[src/rtl/regfile_wb_arbiter_pkg.sv]
// Shared definitions for the register-file write-back controller.
// Holds default widths and the requester IDs that the round-robin pointer uses.
package regfile_wb_arbiter_pkg;

    localparam int ADDR_W_DEF = 5;
    localparam int DATA_W_DEF = 32;
    localparam int NREG_DEF   = 2 ** ADDR_W_DEF;

    localparam logic REQ_ALU = 1'b0;
    localparam logic REQ_LD  = 1'b1;

endpackage

[src/rtl/regfile_wb_arbiter_scoreboard.sv]
// Per-register pending-write scoreboard: one busy flop per register,
// set by destination allocation, cleared by the committing write.
module regfile_scoreboard #(
    parameter int ADDR_W  = 5,
    parameter int DROP_R0 = 1
) (
    input  logic                     clk,
    input  logic                     reset,
    input  logic                     set_en,
    input  logic [ADDR_W-1:0]        set_addr,
    input  logic                     clr_en,
    input  logic [ADDR_W-1:0]        clr_addr,
    input  logic [ADDR_W-1:0]        rd0_addr,
    input  logic [ADDR_W-1:0]        rd1_addr,
    output logic                     rd0_busy,
    output logic                     rd1_busy,
    output logic [(2**ADDR_W)-1:0]   busy_vec
);

    localparam int NREG = 2 ** ADDR_W;

    logic [NREG-1:0] busy_r;
    logic [NREG-1:0] set_vec_s;
    logic [NREG-1:0] clr_vec_s;
    logic [NREG-1:0] busy_nxt_s;

    // Next busy state: OR-in after masking so a same-edge set beats the clear.
    always_comb begin
        set_vec_s  = {NREG{1'b0}};
        clr_vec_s  = {NREG{1'b0}};
        if (set_en) begin
            set_vec_s = {{(NREG-1){1'b0}}, 1'b1} << set_addr;
        end else begin
            set_vec_s = {NREG{1'b0}};
        end
        if (clr_en) begin
            clr_vec_s = {{(NREG-1){1'b0}}, 1'b1} << clr_addr;
        end else begin
            clr_vec_s = {NREG{1'b0}};
        end
        busy_nxt_s = (busy_r & ~clr_vec_s) | set_vec_s;
        if (DROP_R0 != 0) begin
            busy_nxt_s[0] = 1'b0;
        end else begin
            busy_nxt_s[0] = busy_nxt_s[0];
        end
    end

    // Busy flops.
    always_ff @(posedge clk or posedge reset) begin
        if (reset) begin
            busy_r <= {NREG{1'b0}};
        end else begin
            busy_r <= busy_nxt_s;
        end
    end

    assign rd0_busy = busy_r[rd0_addr];
    assign rd1_busy = busy_r[rd1_addr];
    assign busy_vec = busy_r;

endmodule

[src/rtl/regfile_wb_arbiter.sv]
// Write-back controller: round-robin arbitration of ALU and load results onto
// the single register-file write port, plus the pending-write scoreboard.
module regfile_wb_arbiter
    import regfile_wb_arbiter_pkg::*;
#(
    parameter int DATA_W  = DATA_W_DEF,
    parameter int ADDR_W  = ADDR_W_DEF,
    parameter int DROP_R0 = 1
) (
    input  logic                     clk,
    input  logic                     reset,
    input  logic                     req0_valid,
    output logic                     req0_ready,
    input  logic [ADDR_W-1:0]        req0_addr,
    input  logic [DATA_W-1:0]        req0_data,
    input  logic                     req1_valid,
    output logic                     req1_ready,
    input  logic [ADDR_W-1:0]        req1_addr,
    input  logic [DATA_W-1:0]        req1_data,
    input  logic                     mark_valid,
    input  logic [ADDR_W-1:0]        mark_addr,
    input  logic [ADDR_W-1:0]        rs1_addr,
    input  logic [ADDR_W-1:0]        rs2_addr,
    output logic                     rs1_busy,
    output logic                     rs2_busy,
    output logic [(2**ADDR_W)-1:0]   busy_vec,
    output logic [ADDR_W-1:0]        A3,
    output logic                     WE3,
    output logic [DATA_W-1:0]        WD3
);

    logic              prio_r;
    logic              grant0_s;
    logic              grant1_s;
    logic              hs_s;
    logic              drop_s;
    logic [ADDR_W-1:0] sel_addr_s;
    logic [DATA_W-1:0] sel_data_s;

    // Round-robin grant; prio only matters when both requesters are valid.
    always_comb begin
        grant0_s = 1'b0;
        grant1_s = 1'b0;
        if (req0_valid && req1_valid) begin
            if (prio_r == REQ_ALU) begin
                grant0_s = 1'b1;
            end else begin
                grant1_s = 1'b1;
            end
        end else if (req0_valid) begin
            grant0_s = 1'b1;
        end else if (req1_valid) begin
            grant1_s = 1'b1;
        end else begin
            grant0_s = 1'b0;
            grant1_s = 1'b0;
        end
    end

    // Granted payload mux and register-0 drop detection.
    always_comb begin
        sel_addr_s = req0_addr;
        sel_data_s = req0_data;
        if (grant1_s) begin
            sel_addr_s = req1_addr;
            sel_data_s = req1_data;
        end else begin
            sel_addr_s = req0_addr;
            sel_data_s = req0_data;
        end
        hs_s   = grant0_s | grant1_s;
        drop_s = (DROP_R0 != 0) && (sel_addr_s == {ADDR_W{1'b0}});
    end

    assign req0_ready = grant0_s;
    assign req1_ready = grant1_s;

    // Write-port output register and priority pointer.
    always_ff @(posedge clk or posedge reset) begin
        if (reset) begin
            prio_r <= REQ_ALU;
            A3     <= {ADDR_W{1'b0}};
            WD3    <= {DATA_W{1'b0}};
            WE3    <= 1'b0;
        end else if (hs_s) begin
            prio_r <= grant0_s ? REQ_LD : REQ_ALU;
            A3     <= sel_addr_s;
            WD3    <= sel_data_s;
            WE3    <= ~drop_s;
        end else begin
            WE3    <= 1'b0;
        end
    end

    regfile_scoreboard #(
        .ADDR_W  (ADDR_W),
        .DROP_R0 (DROP_R0)
    ) u_scoreboard (
        .clk      (clk),
        .reset    (reset),
        .set_en   (mark_valid),
        .set_addr (mark_addr),
        .clr_en   (WE3),
        .clr_addr (A3),
        .rd0_addr (rs1_addr),
        .rd1_addr (rs2_addr),
        .rd0_busy (rs1_busy),
        .rd1_busy (rs2_busy),
        .busy_vec (busy_vec)
    );

endmodule

[config.mk]
export PLATFORM = sky130hd
export DESIGN_NAME = regfile_wb_arbiter
export DESIGN_NICKNAME = d
export VERILOG_FILES = /design/src/rtl/regfile_wb_arbiter_pkg.sv /design/src/rtl/regfile_wb_arbiter_scoreboard.sv /design/src/rtl/regfile_wb_arbiter.sv
export SDC_FILE = /design/constraint.sdc
export NUM_CORES = 1
export LEC_CHECK = 0
export BUFFER_PORTS_ARGS = -buffer_cell sky130_fd_sc_hd__clkbuf_2
export CORE_MARGIN = 2
export CORE_UTILIZATION = 55
export CTS_BUF_LIST = sky130_fd_sc_hd__clkbuf_8
export DETAILED_ROUTE_END_ITERATION = 10
export GPL_ROUTABILITY_DRIVEN = 0
export GPL_TIMING_DRIVEN = 0
export MAX_ROUTING_LAYER = met4
export PLACE_DENSITY = 0.89
export SYNTH_ARGS = -nofsm -noshare
export SYNTH_HDL_FRONTEND = slang
export SYNTH_HIERARCHICAL = 1
export SYNTH_SLANG_ARGS = --single-unit
[constraint.sdc]
create_clock -name clk -period 2.99 [get_ports clk]
set_input_delay 0.299 -clock clk [delete_from_list [all_inputs] [get_ports clk]]
set_output_delay 0.299 -clock clk [all_outputs]
set_load 0.02 [all_outputs]
==> flow_summary.json <==
{
  "dpl.hpwl_um": 9556,
  "p_sw_mw": 1.494,
  "via_per_inst": 5.921,
  "p_per_area_nw_per_um2": 680.9,
  "drtPass1Iterations": 4,
  "cts_buffer_depth": 2,
  "fillers": 548,
  "numClockSinks": 70,
  "worstPathCellList": "mux4_2, nand2b_1, o211ai_1, nand4_1, clkbuf_2",
  "grt_pass1_wl_um": 19660,
  "numCtsBuffers": 9,
  "postCtsSetupBuffers": 0,
  "drtAntennaViolNets": 0,
  "syn_to_final_growth_pct": 26.10,
  "critPathKind": "flop to output pin",
  "start_util_pct": 57.62,
  "rr_worst_depth": 4,
  "track_usage_pct": 30.03,
  "ys_types": 37,
  "core_um2": 7331,
  "synth_nets": 511,
  "setup_viol": 0,
  "htreeDepth": 3,
  "top_layer_used": "met4",
  "critPathMaxStageDelay_ns": 0.49,
  "cts_tree": "built",
  "rsz0062_at_grt": "false",
  "rows": 31,
  "port_buffers": 162,
  "vias": 4109,
  "clkTransAtPathRegs_ns": 0.08,
  "fin_skew_ns": 0.007764,
  "p_sw_share_pct": 41.21,
  "critPathMaxFanout": 4,
  "endpoint_kind": "output pin",
  "clockRootBuffer": "clkbuf_8",
  "grt-ovfl-total": 0,
  "fp.dieArea_um2": 8397,
  "clock_latency_ns": 0.33,
  "ys_seq_elements": 70,
  "p_seq_share_pct": 41.7,
  "intPower_mw": 2.132,
  "p_leak_nw": 2.459,
  "grt_antenna_before_repair": 0,
  "wire_per_inst_um": 17.48,
  "grt_pass1_vias": 4180,
  "period_share_pct": 71.30,
  "synth_edf_count": 0,
  "met2_wirelength_um": 6239,
  "drc": 0,
  "die_w_um": 91.64,
  "cp.arrival_ns": 1.83,
  "drive_gt1_share_pct": 40.84,
  "max_freq_mhz": 469.1,
  "holdBufCountCts": 0,
  "final_hold_viol_count": 0,
  "grt_max_degree": 40,
  "ios": 168,
  "cp.depth": 5,
  "async_flop_share_pct": 100.0,
  "wl_met3_um": 860,
  "ys.flop_type": "dfrtp_1",
  "clkPwrFrac_pct": 17.9,
  "syn_avg_cell_area_um2": 10.13,
  "max-vdd-ir-drop_v": 0.0002751,
  "drt_wl_total_um": 12130,
  "post-place-ws_ns": 1.211,
  "drtIter0Drc": 279,
  "setup_tns_ns": 0,
  "status": "completed",
  "start_kind": "flop",
  "fin_nets": 684,
  "yosys_warnings": 6,
  "cpMaxStageDelayCell": "mux4_2",
  "hold_class": "input port to async pin",
  "critPathRequiredTime_ns": 2.69,
  "worstMarginPinSlew_ns": 1.117,
  "min_period_ns": 2.132,
  "synth_cells": 417,
  "wl_met1_um": 4741,
  "drv_cap": 0,
  "yosysSeqAreaShare_pct": 41.47,
  "antenna_cells": 0,
  "max_slew_margin_pct": 25.43,
  "chipHeight_um": 91.64,
  "crit_buf_inv": 1,
  "synth_area_um2": 4224,
  "cpLargestDelayFamily": "multiplexers",
  "setup_slack_ns": 0.8581,
  "combPwrFrac_pct": 40.4,
  "cts_resized": 0,
  "maxSlewViolCount": 0
}
## through the flow
stage | power [mW] | cell area (µm²) | instances | hold slack, ns | util [%]
2_1_floorplan | 2.386 | 4224 | 417 | 0.4025 | -
3_3_place_gp | 2.907 | 5159 | 678 | 0.5455 | 70.37
3_5_place_dp | 2.974 | 5159 | 678 | 0.5174 | 70.37
5_1_grt | 3.827 | 5326 | 694 | 0.2033 | 72.66
6_report | 3.627 | 5326 | 694 | 0.1372 | 72.66
4_1_cts | 3.621 | 5326 | 694 | 0.1524 | 72.66
## cells by family (layout without fill, tap and decap cells)
kind of cell    Yosys count  count (layout)  share of synthesized area (%)
buf+inv                  33             211                          4.680
other cells               1               1                        0.08878
simple gates            133             133                          19.11
compound gates          156             156                          27.01
flops                    70              70                          41.47
mux                      24              24                          7.642
## cell usage in the layout (no fill, tap or decap), types with 4 or more instances in the layout
master	Yosys	final
mux4_2	4	4
buf_2	11	11
o21ai_0	59	59
nand2_1	6	6
or2_2	9	9
clkbuf_8	0	10
buf_4	4	4
o221a_2	29	29
buf_6	6	6
nor2_1	7	7
o21ai_1	6	6
nand3_1	12	12
clkbuf_2	0	162
mux2i_1	18	18
nor2b_1	10	10
a21oi_1	6	6
inv_1	5	6
nand3b_1	4	4
nand2b_1	45	45
or2_1	30	30
a211o_1	5	5
o221a_1	8	8
a22oi_1	4	4
clkbuf_1	6	6
dfrtp_1	70	70
a21o_1	32	32
## cell usage after synthesis (3+ instances only)
master	number	area, µm²
dfrtp_1	70	1752
o21ai_0	59	295.3
nand2b_1	45	281.5
a21o_1	32	240.2
or2_1	30	187.7
o221a_2	29	326.6
mux2i_1	18	180.2
nand3_1	12	60.06
buf_2	11	55.05
nor2b_1	10	62.56
or2_2	9	56.30
o221a_1	8	90.09
nor2_1	7	26.28
a21oi_1	6	30.03
buf_6	6	67.56
clkbuf_1	6	22.52
nand2_1	6	22.52
o21ai_1	6	30.03
a211o_1	5	43.79
inv_1	5	18.77
a22oi_1	4	30.03
buf_4	4	30.03
mux4_2	4	90.09
nand3b_1	4	30.03
nand4_1	3	18.77
## state kept, by name (all words and copies together), names as in the netlist
register and flops:
WD3 32, WE3 1, A3 5, prio_r 1
u_scoreboard/busy_vec 31
## power groups by stage
| stage | clock [mW] | combinational (mW) | sequential, mW |
|---|---|---|---|
| after floorplan | 0 | 0.622 | 1.76 |
| after global placement | 0 | 1.41 | 1.49 |
| after detailed placement | 0 | 1.46 | 1.52 |
| after CTS | 0.659 | 1.46 | 1.50 |
| after global routing | 0.706 | 1.57 | 1.55 |
| final | 0.651 | 1.47 | 1.51 |
## area by class of cell
type / count / area, µm² / area share (%)
Timing Repair Buffer: 162 / 810.8 / 15.22
Tap cell: 99 / 123.9 / 2.326
Clock buffer: 10 / 137.6 / 2.584
Clock inverter: 6 / 30.03 / 0.5638
Buffer: 27 / 175.2 / 3.289
Sequential cell: 70 / 1752 / 32.89
Inverter: 6 / 22.52 / 0.4228
Multi-Input combinational cell: 314 / 2275 / 42.71
## worst reg2reg max path: stages, from the launching register on
cell and delay [ns]:
dfrtp_1 0.42, nand3b_1 0.28, or2_2 0.36, o21ai_0 0.20, o21ai_0 0.13
## final timing paths
path,start,endpoint,slack [ns]
worst min-delay path,reset,WD3[0],0.14
worst max-delay path,u_scoreboard/busy_vec[7],rs1_busy,0.86
worst min register to register,u_scoreboard/busy_vec[24],u_scoreboard/busy_vec[24],0.58
max in group asynchronous,reset,u_scoreboard/busy_vec[13],2.05
min in group clk,req1_data[12],WD3[12],0.24
worst max register to register,A3[3],u_scoreboard/busy_vec[20],1.49
## routing by layer
layer  vias to the layer above  track usage, %
li1                       1902               -
met1                      1981           34.78
met2                       196           52.02
met3                        30           5.588
met4                         0           11.24
met5                         -               -
No activity file was read; power rests on OpenSTA's default activity.
